[config.mk]
export PLATFORM = sky130hd
export DESIGN_NAME = regfile_wr_arbiter
export DESIGN_NICKNAME = d
export VERILOG_FILES = /design/src/rtl/regfile_wr_arbiter.sv
export SDC_FILE = /design/constraint.sdc
export NUM_CORES = 1
export LEC_CHECK = 0
export BUFFER_PORTS_ARGS = -buffer_cell sky130_fd_sc_hd__buf_2
export CAP_MARGIN = 20
export CORE_ASPECT_RATIO = 0.7
export CORE_MARGIN = 1
export CORE_UTILIZATION = 48
export DETAILED_ROUTE_END_ITERATION = 12
export PLACE_DENSITY = 0.84
export REMOVE_ABC_BUFFERS = 1
export SKIP_CTS_REPAIR_TIMING = 1
export SYNTH_ARGS = -nofsm -noshare
export SYNTH_HDL_FRONTEND = slang
export SYNTH_SLANG_ARGS = --single-unit
[constraint.sdc]
create_clock -name i_clk -period 4.85 [get_ports i_clk]
set_input_delay 0.2425 -clock i_clk [delete_from_list [all_inputs] [get_ports i_clk]]
set_output_delay 0.2425 -clock i_clk [all_outputs]
set_load 0.005 [all_outputs]
[src/rtl/regfile_wr_arbiter.sv]
// Register-file write-port arbiter: round-robin selection among NUM_REQ
// requesters, one registered write per cycle toward the 5-to-32 decoder.
// Writes to address 0 are accepted but drop the write enable.
module regfile_wr_arbiter #(
  parameter int NUM_REQ = 3,
  parameter int ADDR_W  = 5,
  parameter int DATA_W  = 32
) (
  input  logic                        i_clk,
  input  logic                        i_rst_n,
  input  logic [NUM_REQ-1:0]          i_req_valid,
  input  logic [NUM_REQ*ADDR_W-1:0]   i_req_addr,
  input  logic [NUM_REQ*DATA_W-1:0]   i_req_data,
  output logic [NUM_REQ-1:0]          o_req_ready,
  input  logic                        i_stall,
  output logic                        o_wr_en,
  output logic [ADDR_W-1:0]           o_wr_addr,
  output logic [DATA_W-1:0]           o_wr_data,
  output logic [$clog2(NUM_REQ)-1:0]  o_grant_id,
  output logic                        o_conflict
);

  localparam int          ID_W = $clog2(NUM_REQ);
  localparam int unsigned N    = NUM_REQ;

  logic [ID_W-1:0]   rr_ptr_q, rr_ptr_d;
  logic              wr_en_q, wr_en_d;
  logic [ADDR_W-1:0] wr_addr_q, wr_addr_d;
  logic [DATA_W-1:0] wr_data_q, wr_data_d;
  logic [ID_W-1:0]   grant_id_q, grant_id_d;
  logic              conflict_q, conflict_d;

  logic              grant_found;
  logic [ID_W-1:0]   grant_idx;
  logic              multi_valid;
  logic [ADDR_W-1:0] sel_addr;
  logic [DATA_W-1:0] sel_data;

  // Round-robin search starting at rr_ptr; nothing is granted while stalled or in reset
  always_comb begin
    int unsigned idx;
    idx         = 0;
    grant_found = 1'b0;
    grant_idx   = '0;
    if (i_rst_n && !i_stall) begin
      for (int unsigned i = 0; i < N; i++) begin
        idx = 32'(rr_ptr_q) + i;
        if (idx >= N) idx = idx - N;
        if (!grant_found && i_req_valid[ID_W'(idx)]) begin
          grant_found = 1'b1;
          grant_idx   = ID_W'(idx);
        end
      end
    end
  end

  // Count valid requests to flag contention
  always_comb begin
    int unsigned cnt;
    cnt = 0;
    for (int unsigned i = 0; i < N; i++) begin
      if (i_req_valid[i]) cnt = cnt + 1;
    end
    multi_valid = (cnt >= 2);
  end

  // One-hot ready and the granted requester's address/data
  always_comb begin
    o_req_ready = grant_found ? (NUM_REQ'(1) << grant_idx) : '0;
    sel_addr    = i_req_addr[int'(grant_idx)*ADDR_W +: ADDR_W];
    sel_data    = i_req_data[int'(grant_idx)*DATA_W +: DATA_W];
  end

  // Next-state: capture on transfer, otherwise hold payload and drop enable
  always_comb begin
    rr_ptr_d   = rr_ptr_q;
    wr_en_d    = 1'b0;
    wr_addr_d  = wr_addr_q;
    wr_data_d  = wr_data_q;
    grant_id_d = grant_id_q;
    conflict_d = multi_valid && !i_stall;
    if (grant_found) begin
      rr_ptr_d   = (grant_idx == ID_W'(NUM_REQ - 1)) ? '0 : grant_idx + ID_W'(1);
      wr_en_d    = (sel_addr != '0);
      wr_addr_d  = sel_addr;
      wr_data_d  = sel_data;
      grant_id_d = grant_idx;
    end
  end

  // State registers with asynchronous active-low reset
  always_ff @(posedge i_clk or negedge i_rst_n) begin
    if (!i_rst_n) begin
      rr_ptr_q   <= '0;
      wr_en_q    <= 1'b0;
      wr_addr_q  <= '0;
      wr_data_q  <= '0;
      grant_id_q <= '0;
      conflict_q <= 1'b0;
    end else begin
      rr_ptr_q   <= rr_ptr_d;
      wr_en_q    <= wr_en_d;
      wr_addr_q  <= wr_addr_d;
      wr_data_q  <= wr_data_d;
      grant_id_q <= grant_id_d;
      conflict_q <= conflict_d;
    end
  end

  assign o_wr_en    = wr_en_q;
  assign o_wr_addr  = wr_addr_q;
  assign o_wr_data  = wr_data_q;
  assign o_grant_id = grant_id_q;
  assign o_conflict = conflict_q;

endmodule

==> metrics, run 1 <==
Psw 836 µW; final critical-path share of the clock period about three quarters; Worst Hold Class primary input to flip-flop; Highest Signal Layer met4; largest family of logic cells by synthesized area simple AND/OR/NAND/NOR gates; total of max-cap violations 0; Synth Area in Simple Gates about 28%; slowest stage cell, crit path a211o_2; Post-synth EDFFs 0; largest net degree at the start of global routing 69; layout net count 617; Post-Syn Area per Cell approximately 8.0 µm²; count of state elements after synthesis between 40 and 50; mux cell area share after synthesis 1.07%; Setup violations, final 0; port bufs 160; share of layout cells above drive strength 1 between 30% and 40%; status complete, no violations; CP arrival 3.44 ns; Gate power share a little under three fifths; post-synthesis cell type count 40; sequential fraction of the synthesis area 38.3%; Max FO, Critical Path between 60 and 70; ranking of synthesized cells by area dfrtp_1, o31ai_1, o21ai_0; Synth Area in Compound Gates between 20% and 30%; initial DRC count around 250; switch share between 40% and 50%; Site Rows 22; Cells after Synth 350; Critical Path, Cell by Cell inv_1, ha_1, nand2b_1, a21o_1, a211o_2, clkinv_1, or3_4, inv_1, buf_2; number of diodes 0; Int Power 1.07 mW; total CTS buffers 5; area leader, netlist dfrtp_1; drt drc 0; root buf cell clkbuf_8; xor-xnor portion of the synthesized cell area 0%; clk buf depth 2; crit path launch type flip-flop; most common cell after layout, fill and taps aside buf_2; crit end category primary output; RSZ-0062 raised after global routing false; min cycle time layout 3.68 ns; Routed met1 length 3730 µm; Die Span X 93.4 µm; WP data required about 4.6 ns; Slew HR 32.9%; Post-Synth Adder-Cell Area around 2.7%; Cell Count, Final, Fillers Out approximately 570; vias in the first global route 2714; Post-DRT Antenna Nets 0; GPL Wtd Cong about 0.91; Tot Pwr ~1.9 mW; Leak between 1.5 and 2 nW; Met3 Routed Length approximately 750 µm; GRT Overall Usage 27.4%; Cells after DPL roughly 560; worst setup margin between 1 and 1.5 ns; Layout Utilization between 60 and 70%; global-route wire length before repair approximately 13000 µm; PwrDens about 510 nW/µm²; Die Y ~66 µm; full die area roughly 6000 µm²; synth-to-layout area growth 33.8%; most frequent cell on the critical path inv_1; slowest cell delay on critical path 0.77 ns; FFs w/ async S/R, synth between 90% and 100%; DRT Pass-1 Iters 7; overflow left after global routing 0; htree depth 2; Skew-Pair Late Insertion Delay 0.29 ns; commonest non-fill, non-tap cells in the layout buf_2, nand2_1, dfrtp_1; Main synth FF type dfrtp_1; vias per inst between 5 and 6; dpl hpwl 6100 µm; VDD IR max about 240 µV; Worst-Margin Slew a little over 1 ns; DR vias ~3200; Mapped Area about 2800 µm²; sequential cell fraction of total power 32.3%; wire per inst around 15 µm; drt total wl 8330 µm; Clock Power Share between 10 and 15%; I/O pin count around 160; Reg clk slew, reported paths ~0.08 ns; initial antenna violation count 0; Final Skew 0.00747 ns; clock tree from TritonCTS built; initial core utilization 51.8%; WL met2 around 3800 µm; fin. max-slew vios 0; Yosys warnings 0; fmax roughly 270 MHz; dpl ws between 1 and 1.5 ns; Crit Path Class flip-flop to primary output; Final Hold Viols 0; setup TNS 0 ns; Synth top area share between 30% and 40%; # clock sinks 43; CORE AREA between 5000 and 6000 µm²
==> cells in the mapped netlist, types with 2 or more instances <==
library cell,n
nor2_1,37
dfrtp_1,43
buf_6,2
nand3_1,31
a222oi_1,3
o21ai_0,39
buf_2,9
clkbuf_1,18
buf_4,2
o21ai_1,3
nand2_1,45
and3_1,31
inv_1,9
ha_1,6
a21oi_1,3
a31oi_1,4
mux2i_1,3
o2bb2ai_1,3
nand2b_1,7
o31ai_1,32
==> final timing paths <==
check	startpoint	end	slack [ns]	depth (start not counted)
setup reg to reg	rr_ptr_q[0]$_DFFE_PN0P_	o_wr_data[3]$_DFFE_PN0P_	1.43	9
max in group asynchronous	i_rst_n	rr_ptr_q[1]$_DFFE_PN0P_	4.15	3
hold reg to reg	o_wr_data[7]$_DFFE_PN0P_	o_wr_data[7]$_DFFE_PN0P_	0.48	2
hold / removal	i_stall	o_conflict$_DFF_PN0_	0.14	2
min in group asynchronous	i_rst_n	o_wr_data[11]$_DFFE_PN0P_	0.30	2
setup / recovery	rr_ptr_q[0]$_DFFE_PN0P_	o_req_ready[0]	1.17	9
==> per-layer routing <==
layer / vias up / GRT usage [%]
li1: 1538 / -
met3: 2 / 5.06
met5: - / 0
met2: 169 / 43.7
met4: 0 / 3.08
met1: 1447 / 39.9
==> layout make-up <==
type	count	area, µm²
clock buffer	6	72.6
sequential	43	1080
multi-input combinational	265	1560
inverter	11	43.8
fill	472	1670
tap	72	90.1
clock inverter	2	12.5
timing repair buffer	168	903
==> sequential cells by signal, summed over array words and instances, names as in the netlist <==
name        count
o_conflict      1
o_wr_data      32
o_wr_en         1
rr_ptr_q        2
o_wr_addr       5
o_grant_id      2
==> cell families (layout without fill, tap and decap cells) <==
family          after synthesis  after routing
fa+ha+maj                     6              6
simple gates                159            159
compound gates               97             97
flops                        43             43
mux                           3              3
buf+inv                      42            187
==> worst max-delay path, delay by kind of cell (launching register included) <==
kind,cells,cell delay (ns)
buf+inv,4,0.74
flops,1,0.40
fa+ha+maj,1,0.38
compound gates,2,0.88
simple gates,2,0.68
==> through the flow <==
| step | hold WS, ns | instance area, µm² |
|---|---|---|
| after CTS | 0.130 | 3700 |
| final | 0.141 | 3760 |
| after detailed placement | 0.437 | 3610 |
| after global routing | 0.127 | 3760 |
| after floorplan | -0.0531 | 2660 |
| after global placement | 0.435 | 3600 |
==> power by group through the flow <==
stage	Sequential (mW)	Combinational [mW]	Clock [mW]
3_3_place_gp	0.620	0.988	0
6_report	0.617	1.07	0.220
3_5_place_dp	0.624	1.02	0
5_1_grt	0.636	1.19	0.243
4_1_cts	0.619	1.02	0.225
2_1_floorplan	0.626	0.581	0
Power figures use the tool's default switching activity.
==> run 2, diff against run 1 <==
--- a/config.mk
+++ b/config.mk
@@ -5,13 +5,14 @@
 export SDC_FILE = /design/constraint.sdc
 export NUM_CORES = 1
 export LEC_CHECK = 0
+export ABC_AREA = 1
 export BUFFER_PORTS_ARGS = -buffer_cell sky130_fd_sc_hd__buf_2
 export CAP_MARGIN = 20
 export CORE_ASPECT_RATIO = 0.7
 export CORE_MARGIN = 1
-export CORE_UTILIZATION = 48
+export CORE_UTILIZATION = 44
 export DETAILED_ROUTE_END_ITERATION = 12
-export PLACE_DENSITY = 0.84
+export PLACE_DENSITY = 0.8
 export REMOVE_ABC_BUFFERS = 1
 export SKIP_CTS_REPAIR_TIMING = 1
 export SYNTH_ARGS = -nofsm -noshare
==> constraint.sdc (replaced) <==
create_clock -name i_clk -period 3.4 [get_ports i_clk]
set_input_delay 0.17 -clock i_clk [delete_from_list [all_inputs] [get_ports i_clk]]
set_output_delay 0.17 -clock i_clk [all_outputs]
set_load 0.005 [all_outputs]
==> run 2 against run 1 <==
Synthesized area shrank 6.0%. Critical endpoint is now o_req_ready[2]. Power grew 43%. The flow now finishes with violations (hold timing). Sequential share of layout area grew 1.8 points. Die area grew 2.5%. Via count shrank 5.8%. Clock skew shrank 0.0032 ns. Critical path type unchanged. Clock-buffer cell count is the same. Clock power grew 73%. Largest cell class unchanged. Design area shrank 5.9%.
==> metrics, run 2 <==
status finished with violations; failing checks hold timing; crit end category primary output; full die area 6320 µm²; Worst Hold Class primary input to asynchronous set/reset pin; max FFs per register 32; vias in the first global route ~2600; Slew HR between 50% and 60%; commonest non-fill, non-tap cells in the layout buf_2, nor2_1, nand2_1; Leak roughly 1.8 nW; sequential fraction of the synthesis area between 40% and 50%; FFs w/ async S/R, synth 100%; initial antenna violation count 0; Post-synth EDFFs 0; global-route wire length before repair 11400 µm; DRT Pass-1 Iters 4; Mapped Area 2640 µm²; synth cell count leaders nor2_1, nand2_1, dfrtp_1, a31oi_1, o21ai_1; Die Y 66.8 µm; Setup violations, final 0; Crit Path Class flip-flop to primary output; # clock sinks 43; share of layout cells above drive strength 1 about 36%; Die Span X ~95 µm; crit path launch type flip-flop; fmax ~350 MHz; PwrDens 769 nW/µm²; synth-to-layout area growth 33.9%; GRT Overall Usage 23.6%; Reg clk slew, reported paths 0.08 ns; Cells after Synth ~370; Post-Syn Area per Cell 7.15 µm²; Site Rows 23; Post-DRT Antenna Nets 0; min cycle time layout 2.85 ns; GPL Wtd Cong approximately 0.9; I/O pin count about 160; wire per inst 12.5 µm; placed cell area roughly 3400 µm²; post-synthesis cell type count 24; Final Skew about 0.0042 ns; drt total wl around 7400 µm; htree depth 2; Yosys warnings 0; WP data required 3.23 ns; overflow left after global routing 0; port bufs 160; Tot Pwr roughly 2.7 mW; area leader, netlist dfrtp_1; initial DRC count between 100 and 150; drt drc 0; layout net count between 600 and 700; total CTS buffers 5; post-layout instance area ~3500 µm²; initial core utilization a little under half; dpl hpwl ~5400 µm; Final Hold Viols 15; most common cell after layout, fill and taps aside buf_2; Skew-Pair Late Insertion Delay between 0.2 and 0.3 ns; Worst-Margin Slew around 0.67 ns; Main synth FF type dfrtp_1; count of state elements after synthesis 43; largest net degree at the start of global routing 70; count leader, synth nor2_1; VDD IR max ~290 µV; DR vias around 3000; ranking of synthesized cells by area dfrtp_1, nor2_1, nand2_1; clock tree from TritonCTS built; vias per inst approximately 5.0; total of max-cap violations 0; CORE AREA between 5000 and 6000 µm²; final critical-path share of the clock period between 80 and 90%; Synth top area share between 40% and 50%; root buf cell clkbuf_8; final hold slack -0.0102 ns; setup TNS 0 ns; RSZ-0062 raised after global routing false; clk buf depth 2; number of diodes 0; CP arrival ~2.7 ns; fin. max-slew vios 0; Max FO, Critical Path 49
-- run 2: routing by layer --
metal | global-route usage (%) | vias to the layer above | wire length (µm)
met5 | 0 | - | 0
met4 | 6.06 | 0 | 78
met3 | 6.05 | 9 | 537
met2 | 42.5 | 113 | 3590
met1 | 28.0 | 1337 | 3210
li1 | - | 1514 | -
-- run 2: through the flow --
step	hold WS [ns]	setup slack, ns	instances	util (%)
2_1_floorplan	-0.126	0.884	348	-
3_3_place_gp	0.329	0.893	587	59.6
3_5_place_dp	0.331	0.779	587	59.6
4_1_cts	0.0162	0.567	594	61.4
5_1_grt	0.0374	0.350	594	61.4
6_report	-0.0102	0.553	594	61.4
-- run 2: area by class of cell --
type,count,area (µm²)
Fill cell,560,2220
Multi-Input combinational cell,279,1320
Sequential cell,43,1080
Timing Repair Buffer,164,843
Inverter,26,103
Tap cell,75,93.8
Clock buffer,6,72.6
Clock inverter,1,30.0
-- run 2: critical path, stage by stage (launching register included) --
cell,delay [ns]
dfrtp_1,0.39
inv_1,0.09
ha_1,0.38
inv_2,0.13
nand3_1,0.11
nand2_1,0.13
nand3_2,0.10
nand3_1,0.09
nand3_2,0.16
inv_2,0.36
buf_12,0.27
buf_2,0.15
-- run 2: kinds of logic after synthesis --
kind of cell | count (synthesis) | synth area share, %
AND/OR/NAND/NOR | 200 | 31.3
buffers and inverters | 47 | 9.38
adder cells (fa/ha/maj) | 6 | 2.84
flip-flops | 43 | 40.8
AO/OA/AOI/OAI | 73 | 15.7
-- run 2: power by group --
part	internal (mW)	leakage [nW]	switching (mW)
logic	0.589	1.30	0.875
clock network	0.215	0.0513	0.164
registers	0.753	0.487	0.124
total	1.56	1.84	1.16
-- run 2: final timing paths --
| kind | startpoint | endpoint | slack [ns] | cells after the start |
|---|---|---|---|---|
| max | rr_ptr_q[0]$_DFFE_PN0P_ | o_req_ready[2] | 0.55 | 11 |
| min | i_rst_n | o_conflict$_DFF_PN0_ | -0.01 | 2 |
| max reg2reg | rr_ptr_q[0]$_DFFE_PN0P_ | o_wr_data[26]$_DFFE_PN0P_ | 0.76 | 13 |
| min reg2reg | o_grant_id[0]$_DFFE_PN0P_ | o_grant_id[0]$_DFFE_PN0P_ | 0.49 | 2 |
| max in group asynchronous | i_rst_n | o_wr_data[6]$_DFFE_PN0P_ | 3.04 | 2 |
| min in group i_clk | i_stall | o_conflict$_DFF_PN0_ | 0.05 | 2 |
==> run 3, diff against run 2 <==
--- a/config.mk
+++ b/config.mk
@@ -5,12 +5,12 @@
 export SDC_FILE = /design/constraint.sdc
 export NUM_CORES = 1
 export LEC_CHECK = 0
-export ABC_AREA = 1
+export ABC_AREA = 0
 export BUFFER_PORTS_ARGS = -buffer_cell sky130_fd_sc_hd__buf_2
 export CAP_MARGIN = 20
 export CORE_ASPECT_RATIO = 0.7
 export CORE_MARGIN = 1
-export CORE_UTILIZATION = 44
+export CORE_UTILIZATION = 45
 export DETAILED_ROUTE_END_ITERATION = 12
 export PLACE_DENSITY = 0.8
 export REMOVE_ABC_BUFFERS = 1
==> constraint.sdc (replaced) <==
create_clock -name i_clk -period 2.86 [get_ports i_clk]
set_input_delay 0.143 -clock i_clk [delete_from_list [all_inputs] [get_ports i_clk]]
set_output_delay 0.143 -clock i_clk [all_outputs]
set_load 0.005 [all_outputs]
==> run 3 against run 2 <==
The flow still finishes with violations (hold timing). Clock-buffer cell count stayed put. Via count is 8.2% higher. Combinational power is 46% higher. Final cell count is 2.5% lower. Sequential cell count stayed put. Sequential share of layout area is 3.6 points lower. Sequential power is 20% higher. Wire length is 21% higher. Clock skew hardly changed. First-iteration DRC count is 28% higher. Critical path depth is 1 lower. Critical path type unchanged. Highest routed layer unchanged.
==> metrics, run 3 (synthesis results as in run 1) <==
root buf cell clkbuf_8; overflow left after global routing 0; most common cell after layout, fill and taps aside buf_2; total CTS buffers 5; DRT Pass-1 Iters 4; Crit Path Class flip-flop to primary output; global-route wire length before repair 12600 µm; final hold slack -0.0281 ns; commonest non-fill, non-tap cells in the layout buf_2, nand2_1, dfrtp_1; GRT Overall Usage between 20% and 30%; I/O pin count between 150 and 200; DR vias between 3000 and 4000; wire per inst 15.5 µm; Max FO, Critical Path 5; initial core utilization 47.8%; max FFs per register 32; # clock sinks 43; Leak between 2 and 2.5 nW; largest net degree at the start of global routing 44; status finished with violations; Slew HR 63.0%; dpl ws -0.0634 ns; Worst Hold Class primary input to asynchronous set/reset pin; dpl hpwl around 6300 µm; Post-DRT Antenna Nets 0; total of max-cap violations 0; drt drc 0; clock tree from TritonCTS built; Final Skew slightly above 0.004 ns; synth-to-layout area growth 42.9%; Tot Pwr about 3.7 mW; placed cell area 3690 µm²; setup TNS 0 ns; final critical-path share of the clock period a little over nine tenths; RR Endpoint o_wr_en$_DFF_PN0_; clk buf depth 2; initial antenna violation count 0; port bufs between 150 and 200; crit end category primary output; layout net count 626; Die Y 68.1 µm; min cycle time layout approximately 2.8 ns; WP data required around 2.7 ns; Layout Utilization between 60% and 70%; Site Rows 23; Worst-Margin Slew 0.555 ns; post-layout instance area ~4000 µm²; Die Span X ~96 µm; htree depth 2; fin. max-slew vios 0; Setup violations, final 0; full die area 6560 µm²; vias per inst 5.55; Skew-Pair Late Insertion Delay around 0.29 ns; Cells after DPL roughly 560; Final Hold Viols 43; VDD IR max 416 µV; fmax between 300 and 400 MHz; Reg clk slew, reported paths 0.08 ns; GPL Wtd Cong about 0.9; Reg2Reg Depth 10; vias in the first global route 2721; failing checks hold timing; Cell Count, Final, Fillers Out ~580; drt total wl a little under 9000 µm; R2R setup slack about 0.34 ns; r2r startpoint rr_ptr_q[1]$_DFFE_PN0P_; number of diodes 0; PwrDens 915 nW/µm²; CP arrival between 2 and 3 ns; initial DRC count 178; CORE AREA around 5900 µm²; crit path launch type flip-flop; worst setup margin between 0.06 and 0.07 ns; share of layout cells above drive strength 1 a little over two fifths
## run 3: cell count changes in the layout (fill, tap and decap cells not counted), sizes merged, moves of 15 or more
cell   before  now
a31oi      33    5
nand2      71   46
o31ai       0   32
nor2       98   37
inv        25   10
and3        0   31
## run 3: where the power goes
part           internal, mW  switching, mW  leakage, nW
clock network         0.283          0.209       0.0612
registers             0.887          0.158        0.534
logic                 0.965           1.17         1.44
total                  2.14           1.53         2.03
## run 3: critical path: stages, from the launching register on
cell	delay (ns)
dfrtp_2	0.46
inv_1	0.13
ha_2	0.24
mux2i_2	0.31
o22ai_4	0.14
o311a_4	0.37
nand2_8	0.09
inv_4	0.04
or3_4	0.41
inv_1	0.07
buf_2	0.10
## run 3: area by class of cell
cell class                 count  area, µm²
fill                         505       1860
multi-input combinational    265       1680
sequential                    43       1080
timing repair buffer         177        991
tap                           75       93.8
clock buffer                   6       82.6
inverter                      11       47.5
clock inverter                 2       35.0
## run 3: metal layers
layer	GRT usage, %	vias up	routed length (µm)
li1	-	1556	-
met1	32.1	1484	3780
met2	43.7	167	4250
met3	6.22	9	829
met4	5.33	0	95
met5	0	-	0
## run 3: worst max path at each step
stage,startpoint,to,slack (ns)
after floorplan,rr_ptr_q[1]$_DFFE_PN0P_,o_req_ready[0],-3.06
after global placement,rr_ptr_q[0]$_DFFE_PN0P_,o_wr_data[14]$_DFFE_PN0P_,0.09
after detailed placement,rr_ptr_q[0]$_DFFE_PN0P_,o_wr_data[13]$_DFFE_PN0P_,-0.06
after CTS,rr_ptr_q[0]$_DFFE_PN0P_,o_req_ready[0],-0.22
after global routing,rr_ptr_q[1]$_DFFE_PN0P_,o_req_ready[0],-0.04
final,rr_ptr_q[1]$_DFFE_PN0P_,o_req_ready[0],0.07
